File: config.mk
export PLATFORM = sky130hd
export DESIGN_NAME = jtopl_wrseq
export DESIGN_NICKNAME = d
export VERILOG_FILES = /design/src/rtl/jtopl_wrseq_pkg.sv /design/src/rtl/jtopl_wrdec.sv /design/src/rtl/jtopl_wrseq.sv
export VERILOG_INCLUDE_DIRS = /design/src /design/src/rtl
export SDC_FILE = /design/constraint.sdc
export NUM_CORES = 1
export LEC_CHECK = 0
export ABC_AREA = 1
export CAP_MARGIN = 30
export CORE_ASPECT_RATIO = 0.5
export CORE_MARGIN = 2
export CORE_UTILIZATION = 55
export DETAILED_ROUTE_END_ITERATION = 16
export GPL_TIMING_DRIVEN = 1
export MAX_ROUTING_LAYER = met4
export PLACE_DENSITY_LB_ADDON = 0.2
export SLEW_MARGIN = 15
export SYNTH_ARGS = -nofsm -noshare
export SYNTH_HDL_FRONTEND = slang
export SYNTH_SLANG_ARGS = --single-unit
File: constraint.sdc
create_clock -name clk -period 3.5 [get_ports clk]
set_input_delay 0.875 -clock clk [delete_from_list [all_inputs] [get_ports clk]]
set_output_delay 0.875 -clock clk [all_outputs]
set_load 0.05 [all_outputs]
File: src/rtl/jtopl_regmap.vh
// +----------------------------------------------------------------------------+
// | jtopl_regmap.vh                                                            |
// | Register-map base addresses of the OPL write port and the default number  |
// | of operator slots per register-file rotation. Included by the package so  |
// | every design file sees the same constants.                                |
// | Revision: 1.0                                                              |
// +----------------------------------------------------------------------------+
`ifndef JTOPL_REGMAP_VH
`define JTOPL_REGMAP_VH

// Operator register groups: base + offset 0x00..0x15
localparam logic [7:0] c_BASE_MULT   = 8'h20;
localparam logic [7:0] c_BASE_KSL_TL = 8'h40;
localparam logic [7:0] c_BASE_AR_DR  = 8'h60;
localparam logic [7:0] c_BASE_SL_RR  = 8'h80;
// Channel register groups: base + channel 0..8
localparam logic [7:0] c_BASE_FNUM   = 8'hA0;
localparam logic [7:0] c_BASE_BLK    = 8'hB0;
localparam logic [7:0] c_BASE_FBCON  = 8'hC0;

localparam int         c_SLOTS_DEFAULT = 18;

`endif

File: src/rtl/jtopl_wrseq_pkg.sv
// +----------------------------------------------------------------------------+
// | jtopl_wrseq_pkg                                                            |
// | Shared constants for the write sequencer: register map, strobe bit        |
// | positions, FSM state encoding and channel-to-group/subslot helpers.       |
// | Revision: 1.0                                                              |
// +----------------------------------------------------------------------------+
`default_nettype none

package jtopl_wrseq_pkg;

    `include "jtopl_regmap.vh"

    // Bit positions inside the one-hot update-strobe vector
    localparam int c_STB_W      = 6;
    localparam int c_STB_MULT   = 0;
    localparam int c_STB_KSL_TL = 1;
    localparam int c_STB_AR_DR  = 2;
    localparam int c_STB_SL_RR  = 3;
    localparam int c_STB_FNUM   = 4;
    localparam int c_STB_FBCON  = 5;

    // Transaction FSM encoding
    localparam logic [0:0] c_ST_IDLE = 1'b0;
    localparam logic [0:0] c_ST_HOLD = 1'b1;

    // Channels are laid out three per group: ch = 3*group + sub
    function automatic logic [1:0] ch_group(input logic [3:0] ch);
        if (ch >= 4'd6)
            return 2'd2;
        else if (ch >= 4'd3)
            return 2'd1;
        else
            return 2'd0;
    endfunction

    function automatic logic [2:0] ch_sub(input logic [3:0] ch);
        case (ch)
            4'd0, 4'd3, 4'd6: return 3'd0;
            4'd1, 4'd4, 4'd7: return 3'd1;
            default:          return 3'd2;
        endcase
    endfunction

endpackage

`default_nettype wire

File: src/rtl/jtopl_wrdec.sv
// +----------------------------------------------------------------------------+
// | jtopl_wrdec                                                                |
// | Combinational register-address decoder.                                   |
// |   addr   : register address byte                                          |
// |   valid  : address maps to a register-file update strobe                  |
// |   blk    : address is a block/fnum-high/key-on register (0xB0+ch)         |
// |   strobe : one-hot update strobe (zero when not valid)                    |
// |   group  : target group, sub : target subslot, ch : channel nibble        |
// | Revision: 1.0                                                              |
// +----------------------------------------------------------------------------+
`default_nettype none

module jtopl_wrdec
    import jtopl_wrseq_pkg::*;
(
    input  logic [7:0]         addr,
    output logic               valid,
    output logic               blk,
    output logic [c_STB_W-1:0] strobe,
    output logic [1:0]         group,
    output logic [2:0]         sub,
    output logic [3:0]         ch
);

    logic [7:0] w_op_base;
    logic [7:0] w_ch_base;
    logic       w_op_ok;
    logic       w_ch_ok;

    assign w_op_base = {addr[7:5], 5'b0_0000};
    assign w_ch_base = {addr[7:4], 4'b0000};
    // Offsets 0x00..0x15 minus 0x06/07/0E/0F: low triplet index 6 or 7 is a
    // hole, and offsets 0x18..0x1F are out of range.
    assign w_op_ok   = (addr[4:3] != 2'b11) && (addr[2:1] != 2'b11);
    assign w_ch_ok   = (addr[3:0] <= 4'd8);
    assign ch        = addr[3:0];

    always_comb begin
        strobe = '0;
        blk    = 1'b0;
        group  = 2'd0;
        sub    = 3'd0;
        if (w_op_ok) begin
            if (w_op_base == c_BASE_MULT)   strobe[c_STB_MULT]   = 1'b1;
            if (w_op_base == c_BASE_KSL_TL) strobe[c_STB_KSL_TL] = 1'b1;
            if (w_op_base == c_BASE_AR_DR)  strobe[c_STB_AR_DR]  = 1'b1;
            if (w_op_base == c_BASE_SL_RR)  strobe[c_STB_SL_RR]  = 1'b1;
            group = addr[4:3];
            sub   = addr[2:0];
        end
        if (w_ch_ok) begin
            if (w_ch_base == c_BASE_FNUM) begin
                strobe[c_STB_FNUM] = 1'b1;
                group = ch_group(addr[3:0]);
                sub   = ch_sub(addr[3:0]);
            end
            if (w_ch_base == c_BASE_FBCON) begin
                strobe[c_STB_FBCON] = 1'b1;
                group = ch_group(addr[3:0]);
                sub   = ch_sub(addr[3:0]);
            end
            if (w_ch_base == c_BASE_BLK)
                blk = 1'b1;
        end
    end

    assign valid = |strobe;

endmodule

`default_nettype wire

File: src/rtl/jtopl_wrseq.sv
// +----------------------------------------------------------------------------+
// | jtopl_wrseq                                                                |
// | CPU write sequencer for the OPL register file. Address/data writes are    |
// | decoded into one update strobe that is held for one full slot rotation    |
// | (SLOTS cen cycles) so the time-multiplexed register file catches it.      |
// | A one-entry pending buffer lets a second write queue behind the active    |
// | one. Block/fnum-high/key-on writes are latched directly.                  |
// |   clk, rst, cen      : clock, sync reset, slot clock enable               |
// |   din, addr, we      : CPU write port (addr 0 = address, 1 = data)        |
// |   busy               : transaction active or pending                      |
// |   sel_group, sel_sub : register-file target, reg_din : data byte         |
// |   up_*               : one-hot update strobes                             |
// |   latch_fnum, keyon  : block/fnum-high latch and per-channel key-on       |
// | Revision: 1.0                                                              |
// +----------------------------------------------------------------------------+
`default_nettype none

module jtopl_wrseq
    import jtopl_wrseq_pkg::*;
#(
    parameter int SLOTS = c_SLOTS_DEFAULT,
    parameter int RATEW = 5
) (
    input  logic       clk,
    input  logic       rst,
    input  logic       cen,
    input  logic [7:0] din,
    input  logic       addr,
    input  logic       we,
    output logic       busy,
    output logic [1:0] sel_group,
    output logic [2:0] sel_sub,
    output logic       up_mult,
    output logic       up_ksl_tl,
    output logic       up_ar_dr,
    output logic       up_sl_rr,
    output logic       up_fnum,
    output logic       up_fbcon,
    output logic [7:0] reg_din,
    output logic [4:0] latch_fnum,
    output logic [8:0] keyon
);

    localparam logic [RATEW-1:0] c_CNT_LAST = RATEW'(SLOTS - 1);

    // Registered state
    logic [0:0]         r_state;
    logic [RATEW-1:0]   r_cnt;
    logic [7:0]         r_alatch;
    logic               r_pend_v;
    logic [7:0]         r_pend_addr;
    logic [7:0]         r_pend_data;
    logic [c_STB_W-1:0] r_stb;
    logic [1:0]         r_grp;
    logic [2:0]         r_sub;
    logic [7:0]         r_reg_din;
    logic               r_busy;
    logic [4:0]         r_latch_fnum;
    logic [8:0]         r_keyon;

    // Next-state values
    logic [0:0]         w_state_d;
    logic [RATEW-1:0]   w_cnt_d;
    logic [7:0]         w_alatch_d;
    logic               w_pend_v_d;
    logic [7:0]         w_pend_addr_d;
    logic [7:0]         w_pend_data_d;
    logic [c_STB_W-1:0] w_stb_d;
    logic [1:0]         w_grp_d;
    logic [2:0]         w_sub_d;
    logic [7:0]         w_reg_din_d;
    logic               w_busy_d;
    logic [4:0]         w_latch_fnum_d;
    logic [8:0]         w_keyon_d;

    // Decode of the live write (against the address latch)
    logic               w_live_valid;
    logic               w_live_blk;
    logic [c_STB_W-1:0] w_live_stb;
    logic [1:0]         w_live_grp;
    logic [2:0]         w_live_sub;
    logic [3:0]         w_live_ch;

    // Decode of the pending entry
    logic               w_pend_valid;
    logic               w_pend_blk;
    logic [c_STB_W-1:0] w_pend_stb;
    logic [1:0]         w_pend_grp;
    logic [2:0]         w_pend_sub;
    logic [3:0]         w_pend_ch;

    logic               w_wr;
    logic               w_blk_wr;
    logic               w_hold_end;

    jtopl_wrdec u_dec_live (
        .addr   (r_alatch),
        .valid  (w_live_valid),
        .blk    (w_live_blk),
        .strobe (w_live_stb),
        .group  (w_live_grp),
        .sub    (w_live_sub),
        .ch     (w_live_ch)
    );

    jtopl_wrdec u_dec_pend (
        .addr   (r_pend_addr),
        .valid  (w_pend_valid),
        .blk    (w_pend_blk),
        .strobe (w_pend_stb),
        .group  (w_pend_grp),
        .sub    (w_pend_sub),
        .ch     (w_pend_ch)
    );

    // Only strobe-producing addresses are ever pended, so these decode
    // outputs carry no information for the pending path.
    logic w_unused_pend;
    assign w_unused_pend = &{1'b0, w_pend_valid, w_pend_blk, w_pend_ch};

    assign w_wr       = we & addr & w_live_valid;
    assign w_blk_wr   = we & addr & w_live_blk;
    assign w_hold_end = (r_state == c_ST_HOLD) & cen & (r_cnt == c_CNT_LAST);
    assign w_alatch_d = (we & ~addr) ? din : r_alatch;

    always_comb begin
        w_state_d     = r_state;
        w_cnt_d       = r_cnt;
        w_pend_v_d    = r_pend_v;
        w_pend_addr_d = r_pend_addr;
        w_pend_data_d = r_pend_data;
        w_stb_d       = r_stb;
        w_grp_d       = r_grp;
        w_sub_d       = r_sub;
        w_reg_din_d   = r_reg_din;

        case (r_state)
            c_ST_IDLE: begin
                if (w_wr) begin
                    w_state_d   = c_ST_HOLD;
                    w_cnt_d     = '0;
                    w_stb_d     = w_live_stb;
                    w_grp_d     = w_live_grp;
                    w_sub_d     = w_live_sub;
                    w_reg_din_d = din;
                end
            end
            c_ST_HOLD: begin
                if (cen)
                    w_cnt_d = r_cnt + 1'b1;
                if (w_hold_end) begin
                    if (r_pend_v) begin
                        // Pending entry takes over without a gap; the slot it
                        // vacates can absorb a write arriving on this edge.
                        w_cnt_d     = '0;
                        w_stb_d     = w_pend_stb;
                        w_grp_d     = w_pend_grp;
                        w_sub_d     = w_pend_sub;
                        w_reg_din_d = r_pend_data;
                        w_pend_v_d  = w_wr;
                        if (w_wr) begin
                            w_pend_addr_d = r_alatch;
                            w_pend_data_d = din;
                        end
                    end else if (w_wr) begin
                        w_cnt_d     = '0;
                        w_stb_d     = w_live_stb;
                        w_grp_d     = w_live_grp;
                        w_sub_d     = w_live_sub;
                        w_reg_din_d = din;
                    end else begin
                        w_state_d = c_ST_IDLE;
                        w_cnt_d   = '0;
                        w_stb_d   = '0;
                    end
                end else if (w_wr && !r_pend_v) begin
                    w_pend_v_d    = 1'b1;
                    w_pend_addr_d = r_alatch;
                    w_pend_data_d = din;
                end
            end
            default: begin
                w_state_d = c_ST_IDLE;
                w_stb_d   = '0;
            end
        endcase

        w_busy_d = (w_state_d == c_ST_HOLD) | w_pend_v_d;
    end

    assign w_latch_fnum_d = w_blk_wr ? din[4:0] : r_latch_fnum;

    generate
        for (genvar gi = 0; gi < 9; gi++) begin : g_keyon
            assign w_keyon_d[gi] = (w_blk_wr && (w_live_ch == 4'(gi))) ? din[5]
                                                                       : r_keyon[gi];
        end
    endgenerate

    always_ff @(posedge clk) begin
        if (rst) begin
            r_state      <= c_ST_IDLE;
            r_cnt        <= '0;
            r_alatch     <= '0;
            r_pend_v     <= 1'b0;
            r_pend_addr  <= '0;
            r_pend_data  <= '0;
            r_stb        <= '0;
            r_grp        <= '0;
            r_sub        <= '0;
            r_reg_din    <= '0;
            r_busy       <= 1'b0;
            r_latch_fnum <= '0;
            r_keyon      <= '0;
        end else begin
            r_state      <= w_state_d;
            r_cnt        <= w_cnt_d;
            r_alatch     <= w_alatch_d;
            r_pend_v     <= w_pend_v_d;
            r_pend_addr  <= w_pend_addr_d;
            r_pend_data  <= w_pend_data_d;
            r_stb        <= w_stb_d;
            r_grp        <= w_grp_d;
            r_sub        <= w_sub_d;
            r_reg_din    <= w_reg_din_d;
            r_busy       <= w_busy_d;
            r_latch_fnum <= w_latch_fnum_d;
            r_keyon      <= w_keyon_d;
        end
    end

    assign busy       = r_busy;
    assign sel_group  = r_grp;
    assign sel_sub    = r_sub;
    assign reg_din    = r_reg_din;
    assign up_mult    = r_stb[c_STB_MULT];
    assign up_ksl_tl  = r_stb[c_STB_KSL_TL];
    assign up_ar_dr   = r_stb[c_STB_AR_DR];
    assign up_sl_rr   = r_stb[c_STB_SL_RR];
    assign up_fnum    = r_stb[c_STB_FNUM];
    assign up_fbcon   = r_stb[c_STB_FBCON];
    assign latch_fnum = r_latch_fnum;
    assign keyon      = r_keyon;

endmodule

`default_nettype wire
==> impl_results.md, run 1 <==
- Reg clk slew, reported paths: 0.06 ns
- DRT Pass-1 Iters: 8
- LEAKAGE: 0.00183 uW
- Yosys warns: 0
- Worst Tran Pin Value: 0.559 ns
- Critical Path RT: 3.73 ns
- Iter 0 DRT Violations: between 300 and 400
- Commonest non-fill, non-tap cells in the layout: nand2_1 (100), nor2_1 (82), dfxtp_1 (65), inv_1 (56), o21ai_0 (53)
- Synth Area in XOR/XNOR: less than 1%
- Crit path kind: in -> reg
- Vias per cell: about 5.4
- CTS Buf Count: 9
- Critical path cell sequence: clkdlybuf4s50_1 > nand2_2 > nor2_2 > nand3_2 > nand2_2 > inv_2 > nor2_4 > nor2_4 > nand2_4 > inv_6 > nor2_1 > nor2_1
- Routability cong.: between 0.9 and 1
- HP Class: reg -> reg
- Finish-stage setup viols: 0
- Post-Layout Cell Count: 651
- Min Tclk post-route: about 2.7 ns
- Global Route Usage Sum: 29.1%
- Gr ovfl total: 0
- Total wire length: 9260 um
- Post-synthesis adder-cell area fraction: 0.732%
- Fin. max-slew vios: 0
- Syn Area/Cell: 6.67 um^2
- Area grow syn2layout: 23.8%
- Num Clock Sinks: between 60 and 70
- Initial Util: 56.7%
- Worst vdd ir: roughly 310 uV
- Postcts setup bufs: 0
- Initial antenna violation count: 0
- Port Buf Inserts: 46
- DR vias: between 3000 and 4000
- Vias in the first global route: approximately 3000
- Slew HR: between 60 and 70%
- Post-synthesis compound-gate area fraction: about 16%
- Sum Neg Setup Slack: 0 ns
- Clk_skew: 0.00747 ns
- #FFs+latches synth: 65
- Layout cells sized above 1: roughly 10%
- Period utilisation layout: 76.2%
- Commonest non-fill, non-tap cell in the layout: nand2_1
- Final Instance Area: 4240 um^2
- Simple-Gate Fraction of Synth Area: 34.4%
- Worst skew pair latency: 0.33 ns
- P per Cell Area: 484 nW/um^2
- DP Wirelength: 6400 um
- CTS max path bufs: 2
- FP Rows: 20
- Placed cell count: 635
- Final ANT Viol Nets: 0
- CP startpoint kind: input pin
- Net Count, Synth: between 500 and 600
- Seq/Total Area, Yosys: about two fifths
- Root cell of the clock tree: clkbuf_16
- DIE AREA: 6900 um^2
- Max-cap violations: 0
- Outcome: finished, final reports clean
- Core box area: slightly above 6000 um^2
- CP Capture Type: flop
- Post-layout nets: between 500 and 600
- Final Hold Viols: 0
- Mapped cell area: 3420 um^2
- H-Tree Depth: 3
- Syn Inst Count: about 510
- Diodes inserted: 0
- Crit path DAT: 2.90 ns
- Die H: 59.8 um
- DRC Markers: 0
- RSZ-0062 raised after global routing: no
- M2 GR Usage: 43.1%
- Largest family of logic cells by synthesized area: simple AND/OR/NAND/NOR gates
- Slowest-stage cell, CP: clkdlybuf4s50_1
- GR peak layer: met2
- Fmax: ~0.37 GHz
- Synth cell types: 39
- TritonCTS clock tree: yes
- WL per Instance: approximately 14 um
- Fraction of synthesized area in multiplexers: 0%
- Post-CTS Resized: 0
- CP max stage delay: 0.49 ns
- M3 GR Usage: 10.4%
- Placed cell area: 3910 um^2
- Die outline width: 116 um
- # IOs: 47
- Global-route wire length before repair: 14600 um
- Largest net degree at the start of global routing: 28
- Post-CTS Hold Buffers: 0
- GRT met1 Usage: 38.0%
- Critical path peak fanout: 17
- Fillers: 522
final timing paths:
check / startpoint / end / slack, ns / depth (start not counted)
worst max register to register: r_state$_SDFF_PP0_ / r_pend_data[1]$_SDFFE_PP0P_ / 1.30 / 8
worst min-delay path: keyon[6]$_SDFFE_PP0P_ / keyon[6]$_SDFFE_PP0P_ / 0.45 / 2
worst max-delay path: cen / r_pend_data[1]$_SDFFE_PP0P_ / 0.83 / 12
worst min register to register: keyon[6]$_SDFFE_PP0P_ / keyon[6]$_SDFFE_PP0P_ / 0.45 / 2
sequential cells by signal, summed over array words and instances (netlist names), 2 cells and up:
name / flops
r_cnt: 5
latch_fnum: 5
keyon: 9
reg_din: 8
r_alatch: 8
r_pend_addr: 8
sel_group: 2
sel_sub: 3
r_pend_data: 8
r_stb: 6
through the flow:
step / utilization, % / setup slack, ns / total power (uW) / hold WS, ns
final: 70.2 / 0.832 / 2050 / 0.454
after global routing: 70.2 / 0.630 / 2120 / 0.481
after CTS: 70.2 / 0.849 / 2050 / 0.459
after detailed placement: 64.9 / 0.502 / 1090 / 0.452
after global placement: 64.9 / 0.577 / 1080 / 0.448
after floorplan: - / 1.50 / 1000 / 0.455
power breakdown:
part           switching [uW]  total, uW  internal [uW]
registers                30.0        799            769
logic                     187        280           93.2
clock network             329        973            644
total                     545       2050           1510
logic make-up after synthesis:
kind of cell             count (synthesis)
AO/OA/AOI/OAI                          104
XOR/XNOR                                 1
adder cells (fa/ha/maj)                  2
buffers and inverters                   78
flip-flops                              65
AND/OR/NAND/NOR                        263
cells in the mapped netlist:
| library cell | number | area share (%) |
|---|---|---|
| xor2_1 | 1 | 0.26 |
| clkbuf_2 | 2 | 0.29 |
| dfxtp_1 | 65 | 38 |
| a21oi_1 | 36 | 5.3 |
| o21bai_1 | 1 | 0.22 |
| nor2_4 | 3 | 0.99 |
| o211a_1 | 1 | 0.29 |
| o211ai_1 | 3 | 0.66 |
| buf_4 | 1 | 0.22 |
| clkinv_1 | 1 | 0.11 |
| nand2_2 | 7 | 1.3 |
| nor2_1 | 82 | 9.0 |
| a31oi_1 | 1 | 0.18 |
| nor3_1 | 8 | 1.2 |
| o21ai_0 | 53 | 7.8 |
| o21ai_1 | 3 | 0.44 |
| inv_2 | 3 | 0.33 |
| or2_2 | 6 | 1.1 |
| a21oi_4 | 1 | 0.48 |
| nand2_4 | 3 | 0.99 |
| nand2_1 | 100 | 11 |
| inv_1 | 56 | 6.1 |
| buf_12 | 1 | 0.59 |
| nand3_1 | 29 | 4.2 |
| nor2_2 | 11 | 2.0 |
| nand4_1 | 11 | 2.0 |
| buf_2 | 3 | 0.44 |
| nand3_2 | 1 | 0.29 |
| a211oi_1 | 1 | 0.22 |
| or2_1 | 1 | 0.18 |
| ha_1 | 2 | 0.73 |
| a311oi_1 | 1 | 0.26 |
| buf_6 | 3 | 0.99 |
| inv_6 | 1 | 0.26 |
| clkinv_2 | 1 | 0.15 |
| nor4_1 | 1 | 0.18 |
| o22ai_1 | 2 | 0.37 |
| o2111ai_1 | 1 | 0.26 |
| clkbuf_1 | 6 | 0.66 |
metal layers:
metal | vias to the layer above | routed length (um) | share of wire [%]
met3 | 15 | 909 | 9.8
met2 | 175 | 3830 | 41
li1 | 1754 | - | -
met5 | - | 0 | 0
met4 | 0 | 121 | 1.3
met1 | 1570 | 4400 | 47
critical path: cells and delay by family:
kind | cells | cell delay [ns]
buffers and inverters | 3 | 0.74
and+or+nand+nor | 9 | 1.27
final cells by class:
cell class | instances | area, um^2 | area share (%)
Tap cell | 88 | 110 | 2.60
Clock buffer | 12 | 246 | 5.82
Clock inverter | 4 | 76.3 | 1.80
Sequential cell | 65 | 1300 | 30.7
Inverter | 62 | 239 | 5.64
Timing Repair Buffer | 50 | 490 | 11.6
Multi-Input combinational cell | 370 | 1770 | 41.8
(Power assumes the default switching activity.)
==> run 2, diff against run 1 <==
- clock period: 3.5 -> 2.8 ns (I/O delays scaled with it)
==> impl_results.md, run 2 (synthesized netlist as in run 1, its figures left out) <==
- Fmax: between 0.4 and 0.5 GHz
- Max-cap violations: 0 (unchanged)
- DR vias: 3526 (was 3514)
- Finish-stage setup viols: 0 (unchanged)
- Final ANT Viol Nets: 0 (unchanged)
- Clk_skew: 0.00561 ns (was 0.00747 ns)
- Commonest non-fill, non-tap cell in the layout: nand2_1 (unchanged)
- Post-CTS Resized: 0 (unchanged)
- Post-Layout Cell Count: 654 (was 651)
- CP startpoint kind: input pin (unchanged)
- H-Tree Depth: 3 (unchanged)
- Global Route Usage Sum: 29.1% (about the same)
- Crit path DAT: 2.56 ns (was 2.90 ns)
- HP Class: reg -> reg (unchanged)
- Worst vdd ir: 437 uV (was 309 uV)
- Final Hold Viols: 0 (unchanged)
- Vias per cell: 5.39 (was 5.40)
- Max reg flops: 9 (unchanged)
- FP Rows: 20 (unchanged)
- Crit path kind: in -> reg (unchanged)
- # IOs: 47 (unchanged)
- Initial antenna violation count: 0 (unchanged)
- DRT Pass-1 Iters: 5 (was 8)
- CP max stage delay: 0.48 ns (was 0.49 ns)
- Post-layout nets: 576 (was 573)
- Slowest-stage cell, CP: clkdlybuf4s50_1 (unchanged)
- Die H: 59.8 um (unchanged)
- CTS max path bufs: 2 (unchanged)
- Cell depth of the worst setup path: 9 (was 12)
- CP bufs+invs: 3 (unchanged)
- Die outline width: 116 um (unchanged)
- Post-route setup slack: 0.473 ns (was 0.832 ns)
- DRC Markers: 0 (unchanged)
- Vias in the first global route: 3009 (was 3011)
- Hold path cells: 2 (unchanged)
- Routability cong.: 0.945 (was 0.984)
- Slew HR: 62.8% (was 62.7%)
- Total wire length: 9080 um (was 9260 um)
- DP Wirelength: 6370 um (was 6400 um)
- Largest net degree at the start of global routing: 31 (was 28)
- Outcome: finished, final reports clean (unchanged)
- Worst skew pair latency: 0.33 ns (about the same)
- Fillers: 523 (was 522)
- CTS Buf Count: 9 (unchanged)
- Post-CTS Hold Buffers: 0 (unchanged)
- CP Capture Type: flop (unchanged)
- P per Cell Area: 603 nW/um^2 (was 484 nW/um^2)
- Final Total Pwr: 2580 uW (was 2050 uW)
- Num Clock Sinks: 65 (unchanged)
- Reg2Reg Depth: 11 (was 8)
- Critical path peak fanout: 9 (was 17)
- Hold Slack: 0.459 ns (was 0.454 ns)
- TritonCTS clock tree: yes (unchanged)
- Critical Path RT: 3.03 ns (was 3.73 ns)
- Global-route wire length before repair: 14800 um (was 14600 um)
- DIE AREA: 6900 um^2 (unchanged)
- Postcts setup bufs: 0 (unchanged)
- Worst Tran Pin Value: 0.558 ns (was 0.559 ns)
- Crit-path leading delay family: simple AND/OR/NAND/NOR gates (unchanged)
- RSZ-0062 raised after global routing: no (unchanged)
- Core box area: 6030 um^2 (unchanged)
- LEAKAGE: 0.00185 uW (was 0.00183 uW)
- Fin. max-slew vios: 0 (unchanged)
- Critical path cell sequence: clkdlybuf4s50_1 > nand2_1 > inv_1 > nand4_1 > nor2_2 > inv_1 > nor2_1 > nand2_1 > o211a_1 (was clkdlybuf4s50_1 > nand2_2 > nor2_2 > nand3_2 > nand2_2 > inv_2 > nor2_4 > nor2_4 > nand2_4 > inv_6 > nor2_1 > nor2_1)
- Port Buf Inserts: 46 (unchanged)
- Area grow syn2layout: 25.1% (was 23.8%)
- WL per Instance: 13.9 um (was 14.2 um)
- Root cell of the clock tree: clkbuf_16 (unchanged)
- DP Worst Slack: 0.123 ns (was 0.502 ns)
- Placed cell count: 638 (was 635)
- Iter 0 DRT Violations: 268 (was 345)
- Commonest non-fill, non-tap cells in the layout: nand2_1 (100), nor2_1 (82), dfxtp_1 (65), inv_1 (56), o21ai_0 (53) (unchanged)
- Diodes inserted: 0 (unchanged)
- Sum Neg Setup Slack: 0 ns (unchanged)
- Min Tclk post-route: about 2.3 ns
- Reg clk slew, reported paths: 0.05 ns (was 0.06 ns)
- Initial Util: 56.7% (unchanged)
- Period utilisation layout: 83.1%
- Layout cells sized above 1: 10.6% (was 9.77%)
- Gr ovfl total: 0 (unchanged)
[run 2: changes by cell type in the layout (fill, tap and decap cells not counted)]
cell,before,now
clkinv_2,1,3
clkinv_4,1,0
clkbuf_1,2,0
buf_12,0,1
buf_4,4,6
clkbuf_8,1,2
[run 2: metrics by stage]
stage / instance area, um^2 / util (%)
after floorplan: 3420 / -
after global placement: 3950 / 65.5
after detailed placement: 3950 / 65.5
after CTS: 4280 / 70.9
after global routing: 4280 / 70.9
final: 4280 / 70.9
[run 2: power breakdown]
group	total, uW	switching [uW]	internal, uW
clock	1230	406	824
combinational	352	231	121
sequential	997	36.3	961
total	2580	674	1910
[run 2: path summary, 6_finish.rpt]
path	slack, ns	start	to
max reg2reg	0.76	r_alatch[5]$_SDFFE_PP0P_	r_stb[5]$_SDFFE_PP0P_
min reg2reg	0.46	keyon[6]$_SDFFE_PP0P_	keyon[6]$_SDFFE_PP0P_
min	0.46	keyon[6]$_SDFFE_PP0P_	keyon[6]$_SDFFE_PP0P_
max	0.47	we	keyon[1]$_SDFFE_PP0P_
[run 2: area by class of cell]
| class | instances | area (um^2) | share of cell area, % |
|---|---|---|---|
| inverter | 62 | 239 | 5.59 |
| tap | 88 | 110 | 2.57 |
| multi-input combinational | 370 | 1770 | 41.4 |
| clock buffer | 11 | 253 | 5.91 |
| sequential | 65 | 1300 | 30.4 |
| clock inverter | 5 | 77.6 | 1.81 |
| timing repair buffer | 53 | 526 | 12.3 |
[run 2: worst register-to-register path: stages (launching register included)]
cell and delay (ns):
dfxtp_1 0.48, inv_2 0.07, nor2_2 0.14, nand2_1 0.09, nand2_2 0.09, nand2_4 0.07, a21oi_4 0.41, nand2_4 0.12
nand2_2 0.20, nand2_1 0.08, a21oi_1 0.14, nor2_1 0.05
[run 2: routing by layer]
layer / part of all wire, % / track usage, % / vias to the layer above
li1: - / - / 1763
met1: 48 / 39.1 / 1609
met2: 42 / 42.9 / 145
met3: 8.2 / 8.62 / 9
met4: 1.1 / 8.26 / 0
met5: 0 / - / -
